$ cat src/rtl/regfile_write_arbiter_if.sv
// -----------------------------------------------------------------------------
// regfile_write_arbiter_if
//
// Purpose:
//    Bundles the signals between the two writeback sources, the issue-stage
//    hazard check and the register-file write arbiter.
//
// Signals:
//    a_valid/a_ready/a_reg/a_data  ALU writeback request (high priority)
//    b_valid/b_ready/b_reg/b_data  multi-cycle unit writeback (low priority)
//    rf_we/rf_wreg/rf_wdata        registered register-file write port
//    chk_reg1/chk_reg2             operand register numbers to check
//    chk_pend1/chk_pend2           pending-write flags for those operands
//    b_forced                      current B grant is a starvation override
//    fwd1_hit/fwd1_data/fwd2_hit/fwd2_data
//                                  bypass outputs, present only when
//                                  REGWB_FWD_EN is defined
//
// Modports:
//    master  drives requests and operand checks (sources + issue stage)
//    slave   the arbiter itself
// -----------------------------------------------------------------------------
interface regfile_write_arbiter_if;

   logic        a_valid;
   logic        a_ready;
   logic [4:0]  a_reg;
   logic [31:0] a_data;

   logic        b_valid;
   logic        b_ready;
   logic [4:0]  b_reg;
   logic [31:0] b_data;

   logic        rf_we;
   logic [4:0]  rf_wreg;
   logic [31:0] rf_wdata;

   logic [4:0]  chk_reg1;
   logic [4:0]  chk_reg2;
   logic        chk_pend1;
   logic        chk_pend2;

   logic        b_forced;

`ifdef REGWB_FWD_EN
   logic        fwd1_hit;
   logic [31:0] fwd1_data;
   logic        fwd2_hit;
   logic [31:0] fwd2_data;
`endif

   modport master (
      output a_valid, a_reg, a_data,
      output b_valid, b_reg, b_data,
      output chk_reg1, chk_reg2,
      input  a_ready, b_ready,
      input  rf_we, rf_wreg, rf_wdata,
      input  chk_pend1, chk_pend2,
      input  b_forced
`ifdef REGWB_FWD_EN
      , input fwd1_hit, fwd1_data, fwd2_hit, fwd2_data
`endif
   );

   modport slave (
      input  a_valid, a_reg, a_data,
      input  b_valid, b_reg, b_data,
      input  chk_reg1, chk_reg2,
      output a_ready, b_ready,
      output rf_we, rf_wreg, rf_wdata,
      output chk_pend1, chk_pend2,
      output b_forced
`ifdef REGWB_FWD_EN
      , output fwd1_hit, fwd1_data, fwd2_hit, fwd2_data
`endif
   );

endinterface

$ cat src/rtl/regfile_write_arbiter.sv
// -----------------------------------------------------------------------------
// regfile_write_arbiter
//
// Purpose:
//    Shares the single register-file write port between the ALU writeback
//    (source A, high priority) and the multi-cycle unit writeback (source B,
//    low priority). B is guaranteed progress: once it has been refused
//    MAX_WAIT cycles in a row while valid, it wins the next arbitration.
//    The winning request is registered and drives the register file one
//    cycle later. A combinational lookup reports whether a write to either
//    issue-stage operand is still outstanding.
//
// Ports:
//    clk   system clock, all state updates on the rising edge
//    rst   synchronous reset, active-high
//    bus   regfile_write_arbiter_if.slave (requests, write port, lookups)
//
// Parameters:
//    MAX_WAIT  refusals of a valid B before it is forced to win (1..15)
//    CNT_W     starvation counter width, must hold MAX_WAIT
//
// Build option:
//    REGWB_FWD_EN  adds fwd1/fwd2 bypass outputs driven from the output
//                  register, so the issue stage can forward instead of
//                  stalling on the write-before-read gap.
// -----------------------------------------------------------------------------
module regfile_write_arbiter #(
   parameter int unsigned MAX_WAIT = 4,
   parameter int unsigned CNT_W    = 4
) (
   input logic                    clk,
   input logic                    rst,
   regfile_write_arbiter_if.slave bus
);

   localparam logic [CNT_W-1:0] MAX_WAIT_C = CNT_W'(MAX_WAIT);

   typedef enum logic [1:0] {
      GNT_NONE = 2'd0,
      GNT_A    = 2'd1,
      GNT_B    = 2'd2
   } grant_e;

   grant_e           grant;
   logic             starved;
   logic             forced;
   logic [CNT_W-1:0] wait_cnt;

   logic [4:0]       sel_reg;
   logic [31:0]      sel_data;

   logic             rf_we_q;
   logic [4:0]       rf_wreg_q;
   logic [31:0]      rf_wdata_q;

   // --------------------------------------------------------------------------
   // Arbitration
   // --------------------------------------------------------------------------
   // NOTE: every signal written in this block gets a default first, so no path
   // leaves a value unassigned and no latch is inferred.
   always_comb begin
      grant   = GNT_NONE;
      forced  = 1'b0;
      starved = (wait_cnt >= MAX_WAIT_C);

      // Grants are suppressed during reset so nothing is consumed that the
      // output stage would then throw away.
      if (!rst) begin
         if (bus.a_valid && bus.b_valid) begin
            if (starved) begin
               grant  = GNT_B;
               forced = 1'b1;
            end else begin
               grant  = GNT_A;
            end
         end else if (bus.a_valid) begin
            grant = GNT_A;
         end else if (bus.b_valid) begin
            grant = GNT_B;
         end
      end
   end

   assign bus.a_ready  = (grant == GNT_A);
   assign bus.b_ready  = (grant == GNT_B);
   assign bus.b_forced = forced;

   always_comb begin
      sel_reg  = bus.a_reg;
      sel_data = bus.a_data;
      if (grant == GNT_B) begin
         sel_reg  = bus.b_reg;
         sel_data = bus.b_data;
      end
   end

   // --------------------------------------------------------------------------
   // Starvation counter
   // --------------------------------------------------------------------------
   // Counts consecutive cycles B is valid but refused. Any cycle B drops its
   // request, or wins, starts the count again from zero.
   // NOTE: state registers use non-blocking assignments so every flop samples
   // the pre-edge values regardless of block ordering.
   always_ff @(posedge clk) begin
      if (rst) begin
         wait_cnt <= '0;
      end else if (!bus.b_valid || grant == GNT_B) begin
         wait_cnt <= '0;
      end else if (!starved) begin
         wait_cnt <= wait_cnt + 1'b1;
      end
   end

   // --------------------------------------------------------------------------
   // Output stage
   // --------------------------------------------------------------------------
   // A grant to register 0 is consumed but produces no write; the address and
   // data registers keep their previous contents in that case as well, so the
   // write port only ever shows real writes.
   always_ff @(posedge clk) begin
      if (rst) begin
         rf_we_q    <= 1'b0;
         rf_wreg_q  <= '0;
         rf_wdata_q <= '0;
      end else if (grant != GNT_NONE && sel_reg != 5'd0) begin
         rf_we_q    <= 1'b1;
         rf_wreg_q  <= sel_reg;
         rf_wdata_q <= sel_data;
      end else begin
         rf_we_q    <= 1'b0;
      end
   end

   assign bus.rf_we    = rf_we_q;
   assign bus.rf_wreg  = rf_wreg_q;
   assign bus.rf_wdata = rf_wdata_q;

   // --------------------------------------------------------------------------
   // Pending-write lookup
   // --------------------------------------------------------------------------
   // A write is outstanding while it is requested by either source or sitting
   // in the output register (the register file commits it at the end of that
   // cycle). Register 0 is never written, so it is never pending.
   function automatic logic pending(
      input logic [4:0] chk,
      input logic       a_v,
      input logic [4:0] a_r,
      input logic       b_v,
      input logic [4:0] b_r,
      input logic       we,
      input logic [4:0] wr
   );
      return (chk != 5'd0) &&
             ((a_v && a_r == chk) || (b_v && b_r == chk) || (we && wr == chk));
   endfunction

   assign bus.chk_pend1 = pending(bus.chk_reg1, bus.a_valid, bus.a_reg,
                                  bus.b_valid, bus.b_reg, rf_we_q, rf_wreg_q);
   assign bus.chk_pend2 = pending(bus.chk_reg2, bus.a_valid, bus.a_reg,
                                  bus.b_valid, bus.b_reg, rf_we_q, rf_wreg_q);

   // --------------------------------------------------------------------------
   // Optional bypass from the output register
   // --------------------------------------------------------------------------
`ifdef REGWB_FWD_EN
   assign bus.fwd1_hit  = rf_we_q && (rf_wreg_q == bus.chk_reg1) &&
                          (bus.chk_reg1 != 5'd0);
   assign bus.fwd1_data = rf_wdata_q;
   assign bus.fwd2_hit  = rf_we_q && (rf_wreg_q == bus.chk_reg2) &&
                          (bus.chk_reg2 != 5'd0);
   assign bus.fwd2_data = rf_wdata_q;
`else
   // Without the bypass the issue stage relies on chk_pend1/chk_pend2 alone.
`endif

endmodule
$ cat src/flat_wrapper.sv
// flat-port wrapper written by rule: the top's interface ports become plain ports
module regfile_write_arbiter_flat 
#(
   parameter int unsigned MAX_WAIT = 4,
   parameter int unsigned CNT_W    = 4
)
  (clk, rst, bus_a_valid, bus_a_reg, bus_a_data, bus_b_valid, bus_b_reg, bus_b_data, bus_chk_reg1, bus_chk_reg2, bus_a_ready, bus_b_ready, bus_rf_we, bus_rf_wreg, bus_rf_wdata, bus_chk_pend1, bus_chk_pend2, bus_b_forced);
  regfile_write_arbiter_if bus_i ();
  input logic clk;
  input logic rst;
  input wire logic [$bits(bus_i.a_valid)-1:0] bus_a_valid;
  input wire logic [$bits(bus_i.a_reg)-1:0] bus_a_reg;
  input wire logic [$bits(bus_i.a_data)-1:0] bus_a_data;
  input wire logic [$bits(bus_i.b_valid)-1:0] bus_b_valid;
  input wire logic [$bits(bus_i.b_reg)-1:0] bus_b_reg;
  input wire logic [$bits(bus_i.b_data)-1:0] bus_b_data;
  input wire logic [$bits(bus_i.chk_reg1)-1:0] bus_chk_reg1;
  input wire logic [$bits(bus_i.chk_reg2)-1:0] bus_chk_reg2;
  output wire logic [$bits(bus_i.a_ready)-1:0] bus_a_ready;
  output wire logic [$bits(bus_i.b_ready)-1:0] bus_b_ready;
  output wire logic [$bits(bus_i.rf_we)-1:0] bus_rf_we;
  output wire logic [$bits(bus_i.rf_wreg)-1:0] bus_rf_wreg;
  output wire logic [$bits(bus_i.rf_wdata)-1:0] bus_rf_wdata;
  output wire logic [$bits(bus_i.chk_pend1)-1:0] bus_chk_pend1;
  output wire logic [$bits(bus_i.chk_pend2)-1:0] bus_chk_pend2;
  output wire logic [$bits(bus_i.b_forced)-1:0] bus_b_forced;
  assign bus_i.a_valid = bus_a_valid;
  assign bus_i.a_reg = bus_a_reg;
  assign bus_i.a_data = bus_a_data;
  assign bus_i.b_valid = bus_b_valid;
  assign bus_i.b_reg = bus_b_reg;
  assign bus_i.b_data = bus_b_data;
  assign bus_i.chk_reg1 = bus_chk_reg1;
  assign bus_i.chk_reg2 = bus_chk_reg2;
  assign bus_a_ready = bus_i.a_ready;
  assign bus_b_ready = bus_i.b_ready;
  assign bus_rf_we = bus_i.rf_we;
  assign bus_rf_wreg = bus_i.rf_wreg;
  assign bus_rf_wdata = bus_i.rf_wdata;
  assign bus_chk_pend1 = bus_i.chk_pend1;
  assign bus_chk_pend2 = bus_i.chk_pend2;
  assign bus_b_forced = bus_i.b_forced;
  regfile_write_arbiter #(.MAX_WAIT(MAX_WAIT), .CNT_W(CNT_W)) u_core (.clk(clk), .rst(rst), .bus(bus_i));
endmodule
$ cat config.mk
export PLATFORM = sky130hd
export DESIGN_NAME = regfile_write_arbiter_flat
export DESIGN_NICKNAME = d
export VERILOG_FILES = /design/src/rtl/regfile_write_arbiter_if.sv /design/src/rtl/regfile_write_arbiter.sv /design/src/flat_wrapper.sv
export SDC_FILE = /design/constraint.sdc
export NUM_CORES = 1
export LEC_CHECK = 0
export BUFFER_PORTS_ARGS = -buffer_cell sky130_fd_sc_hd__buf_2
export CORE_UTILIZATION = 33
export CTS_CLUSTER_SIZE = 16
export DETAILED_ROUTE_END_ITERATION = 6
export PLACE_DENSITY = 0.69
export RECOVER_POWER = 25
export SYNTH_ARGS = -nofsm -noshare
export SYNTH_HDL_FRONTEND = slang
export SYNTH_SLANG_ARGS = --single-unit
export TNS_END_PERCENT = 100
$ cat constraint.sdc
create_clock -name clk -period 1.8 [get_ports clk]
set_clock_uncertainty 0.05 [all_clocks]
set_input_delay 0.18 -clock clk [delete_from_list [all_inputs] [get_ports clk]]
set_output_delay 0.18 -clock clk [all_outputs]
set_load 0.03 [all_outputs]
* Yosys cells after proc, flatten, opt, wreduce, memory -nomap -nowiden *
Cells that the tools add are included.

word-level totals
  RAM bits = 0
  input bits = 88
  memory bits (read-only) = 0
  memories kept = 0
  output and inout port bits = 43
  register bits after elaboration = 42
  latch bits = 0

operators by class
  multiplexer cells = 11
  equal/unequal tests = 8
  order comparisons = 1
  reduce and logical (&&, ||, !) cells = 21
  bitwise logic cells = 0
  multiply operators = 0
  $add $sub $neg = 1
  divide/modulo/power cells = 0
  shift-type cells = 0

operators by type and width
  operator                                                                             number
  32-bit two-way mux                                                                   1
  5-bit equality test                                                                  6
  5-bit nonzero test                                                                   3
  1-bit logical AND                                                                    10
  2-bit two-way mux                                                                    5
  1-bit logical OR                                                                     5
  5-bit two-way mux                                                                    1
  4-bit by 1-bit adder with 4-bit output, second input constant                        1
  4-bit by 3-bit greater-or-equal comparator with 1-bit output, second input constant  1
  1-bit two-way mux                                                                    4
  2-bit by 1-bit equality test with 1-bit output, second input constant                1
  2-bit equality test, second input constant                                           1
  2-bit nonzero test                                                                   1
  2-bit OR reduction                                                                   1
  1-bit logical NOT                                                                    1

* Logic depth before layout (Yosys ltp) *
  depth in word-level cells = 9
  gate-level depth with buffers = 7
  depth with buffers taken out = 6

* Worst setup path before layout *
No wires, ideal clock.

  kind = flip-flop to flip-flop
  start = register u_core.wait_cnt[2]
  end = register u_core.rf_wdata_q[0], in the netlist u_core.bus.rf_wdata[0]
  clock period less this slack = 1.821 ns
  buffers on the path = 2
  cell stages (with the launch flop) = 8
  setup time = 0.145 ns
  slack = -0.021 ns
  arrival time = 1.625 ns
  cells stage by stage = dfxtp_1 > or3b_1 > nand2_1 > inv_2 > a311oi_4 > buf_4 > buf_6 > a311oi_2

on the way
  cells in the longest elaborated chain, start to end = 8
  elaborated cells between the ends (all ways) = 10

RTL lines
  item                                                            RTL line                      source
  start, declared                                                 regfile_write_arbiter.sv:47   logic [CNT_W-1:0] wait_cnt;
  start signal, assigned                                          regfile_write_arbiter.sv:110  wait_cnt <= wait_cnt + 1'b1;
  4-bit by 3-bit greater-or-equal comparator with 1-bit output *  regfile_write_arbiter.sv:64   starved = (wait_cnt >= MAX_WAIT_C);
  2-bit two-way mux *                                             regfile_write_arbiter.sv:70   if (starved) begin
  2-bit two-way mux *                                             regfile_write_arbiter.sv:69   if (bus.a_valid && bus.b_valid) begin
  2-bit two-way mux *                                             regfile_write_arbiter.sv:68   if (!rst) begin
  2-bit equality test                                             regfile_write_arbiter.sv:91   if (grant == GNT_B) begin
  5-bit two-way mux                                               regfile_write_arbiter.sv:91
  5-bit nonzero test                                              regfile_write_arbiter.sv:125  end else if (grant != GNT_NONE && sel_reg != 5'd0) begin
  1-bit logical AND                                               regfile_write_arbiter.sv:125
  end signal, assigned                                            regfile_write_arbiter.sv:128  rf_wdata_q <= sel_data;
  end, declared                                                   regfile_write_arbiter.sv:54   logic [31:0] rf_wdata_q;

Mark *: on every way between the ends. The rest lies on a longest branch, timed or not.
A chain may end at the register's enable or synchronous reset.

* Worst setup path in the final report *
  start = register u_core.wait_cnt[2]
  end = register u_core.rf_wreg_q[1], in the netlist u_core.bus.rf_wreg[1]

on the way
  cells in the longest elaborated chain, start to end = 8
  elaborated cells between the ends (all ways) = 9

RTL lines
  item                                                            RTL line                      source
  4-bit by 3-bit greater-or-equal comparator with 1-bit output *  regfile_write_arbiter.sv:64
  2-bit two-way mux *                                             regfile_write_arbiter.sv:70
  2-bit two-way mux *                                             regfile_write_arbiter.sv:69
  2-bit two-way mux *                                             regfile_write_arbiter.sv:68
  2-bit equality test                                             regfile_write_arbiter.sv:91
  5-bit two-way mux                                               regfile_write_arbiter.sv:91
  5-bit nonzero test                                              regfile_write_arbiter.sv:125
  1-bit logical AND                                               regfile_write_arbiter.sv:125
  end signal, assigned                                            regfile_write_arbiter.sv:127  rf_wreg_q <= sel_reg;
  end, declared                                                   regfile_write_arbiter.sv:53   logic [4:0] rf_wreg_q;

Marked as above.

==> impl_results.md <==
* Failing checks: setup timing
* Inserted Clock Buffers at 5
* Largest net degree at the start of global routing at 38
* Synthesis-stage register bit count at 42
* Reg2reg path depth at 7
* Vias post-DR at 2549
* Hold Vio Cnt, Final at 0
* Layout Cells excl Fill at 500
* Clk_lat worst skew at 280 ps
* Routability cong. at 0.864
* Mapped Nets at 367
* Initial antenna violation count at 0
* # rows at 29
* Vias in the first global route at 2536
* DP HPWL at 4.87 mm
* Number of synthesized flops with an enable pin at 0
* Clock Tree Root: clkbuf_8
* Crit path DAT at 2090 ps
* Cells after Synth at 278
* Area of the mapped netlist at 0.00228 mm2
* Hold WC Path Type: input port to flop
* Post-route DRC at 0
* Share of layout cells above drive strength 1 at 48.0%
* P_leak at 1.60 nW
* RSZ-0062 raised after global routing: yes
* Max Cap Viol at 0
* Commonest cells post-synth: nand2_1, dfxtp_1, nor2_1
* # IOs at 131
* Crit-path max FO at 16
* Gr ovfl total at 0
* Die span in x at 85.0 um
* # placed instances at 484
* Nets at 511
* Worst setup margin at -136 ps
* CP Launch Type: flop
* Syn Area/Cell at 8.19 um2
* Worst reg2reg startpoint: u_core.wait_cnt[2]$_SDFFE_PP0N_
* Crit Reg-Reg Endpoint: u_core.bus.rf_wreg[1]$_SDFFE_PP0P_
* Core Footprint at 0.00649 mm2
* Fmax at 516 MHz
* Fillers at 620
* I/O Buffers at 130
* Worst vdd ir at 0.317 mV
* CTS tree: yes
* Die Span Y at 85.0 um
* Antenna Nets Post-Route at 0
* CP endpoint: u_core.bus.rf_wreg[1]$_SDFFE_PP0P_
* Yosys warns at 0
* Antenna Cells at 0
* Worst Setup End Kind: flop
* Maximum number of buffers from clock root to sink at 2
* R2R Setup Slk at -140 ps
* Worst slack at placement at -120 ps
* Post-synthesis cell type count at 32
* Initial drt markers at 94
* Max-slew violation count at 0
* Crit path from: u_core.wait_cnt[2]$_SDFFE_PP0N_
* Total negative slack at -2670 ps
* CTS clk-pin slew, worst paths at 90 ps
* Wirelength per Cell at 14.5 um
* H-tree depth at 2
* Synth-to-Final Area Change at 53.9%
* Run status: complete, but fails checks
* Ys async rst share at 0%
* Clock Sinks at 42
* Die Area at 0.00723 mm2
* Total track usage at 20.2%
* Ys flop type: dfxtp_1
* Synth area leader: dfxtp_1
* Most common cell in the netlist: nand2_1
* Synth top area share at 36.9%
* Pwr dens at 704 mW/mm2
* Initial Util at 35.0%
* Vias per cell at 5.10
* Final WL at 7.25 mm
* Setup Viol. Count Final at 36
* Post-synthesis sequential area ratio at 36.9%
* CP Class: flop to flop
* CP Data Required Time at 1960 ps
* First-pass GRT wire length at 11.9 mm
* Synth area leaders: dfxtp_1, nand2_1, a311oi_1
* Pre-antenna DRT Iters at 4
* Tmin final at 1940 ps
* Cts hold-fix bufs at 0
* Final period util at 108%
## layer usage
metal	track usage, %	share of wire [%]	routed length, um
met1	26.7	46	3300
met2	34.9	50	3610
met3	2.92	3.8	272
met4	4.78	0.86	62
met5	0	0	0
## layout make-up
type / count / area, um2 / share of cell area, %
inverters: 4 / 15.0 / 0.429
clock buffers: 5 / 68.8 / 1.96
flip-flops and latches: 42 / 845 / 24.1
multi-input cells: 214 / 1500 / 42.7
well taps: 77 / 96.3 / 2.75
repair buffers: 155 / 961 / 27.4
clock inverters: 3 / 21.3 / 0.607
## cells in the final DEF, fill, tap and decap left out, types with 8 or more instances in the layout
master	n
buf_4	18
dfxtp_1	39
nand2_1	71
nor2_2	8
xor2_1	24
buf_2	118
a311oi_2	29
clkbuf_1	9
nor2_1	34
## flip-flops by register name (all words and copies together) (netlist names)
| name | cells |
|---|---|
| u_core.bus.rf_wreg | 5 |
| u_core.bus.rf_wdata | 32 |
| u_core.bus.rf_we | 1 |
| u_core.wait_cnt | 4 |
## cell families after synthesis
kind of cell / count (synthesis) / synth area share (%)
AOI/OAI and AO/OA: 45 / 20.3
xor gates and xnor gates: 30 / 11.5
adders and majority gates: 1 / 0.550
buffers and inverters: 22 / 4.73
DFF: 42 / 36.9
muxes: 3 / 1.32
other: 1 / 0.165
and+or+nand+nor: 134 / 24.5
## power breakdown
| part | total, mW | switching (mW) | internal (mW) |
|---|---|---|---|
| registers | 1.05 | 0.0473 | 1.00 |
| logic | 0.807 | 0.474 | 0.333 |
| clock network | 0.610 | 0.337 | 0.273 |
## how the worst min path moves through the flow
stage               slack, ps                                   to                            start  cells past startpoint
detailed placement        370      u_core.wait_cnt[0]$_SDFFE_PP0N_  u_core.wait_cnt[0]$_SDFFE_PP0N_                      1
global route               80  u_core.bus.rf_wdata[2]$_SDFFE_PP0P_                    bus_a_data[2]                      3
floorplan                 270      u_core.wait_cnt[0]$_SDFFE_PP0N_                      bus_b_valid                      2
global placement          370      u_core.wait_cnt[0]$_SDFFE_PP0N_  u_core.wait_cnt[0]$_SDFFE_PP0N_                      1
CTS                        80  u_core.bus.rf_wdata[5]$_SDFFE_PP0P_                    bus_b_data[5]                      3
finish                     90  u_core.bus.rf_wdata[5]$_SDFFE_PP0P_                    bus_a_data[5]                      3
## worst max-delay path: stages, from the launching register on
cell and delay, ps:
dfxtp_2 320, or3b_4 390, buf_4 160, a211oi_4 250
a311oi_4 90, buf_6 170, buf_16 160, a311oi_2 270
## timing repair
| item | CTS | global route |
|---|---|---|
| resized for setup | 36 | 11 |
| pin swaps | 12 | 6 |
| setup endpoints to repair | 37 | 40 |
| setup buffers | 4 | 0 |
| gates cloned | 3 | 1 |
## metrics by stage
step	hold WS (ps)	cell area (um2)	util [%]	total power, mW
2_1_floorplan	267	2290	-	1.49
3_3_place_gp	374	3090	47.5	1.75
3_5_place_dp	372	3090	47.5	1.76
4_1_cts	80.5	3450	53.1	2.47
5_1_grt	80.7	3500	53.9	2.60
6_report	93.4	3500	53.9	2.47
No activity file was read; power rests on OpenSTA's default activity.
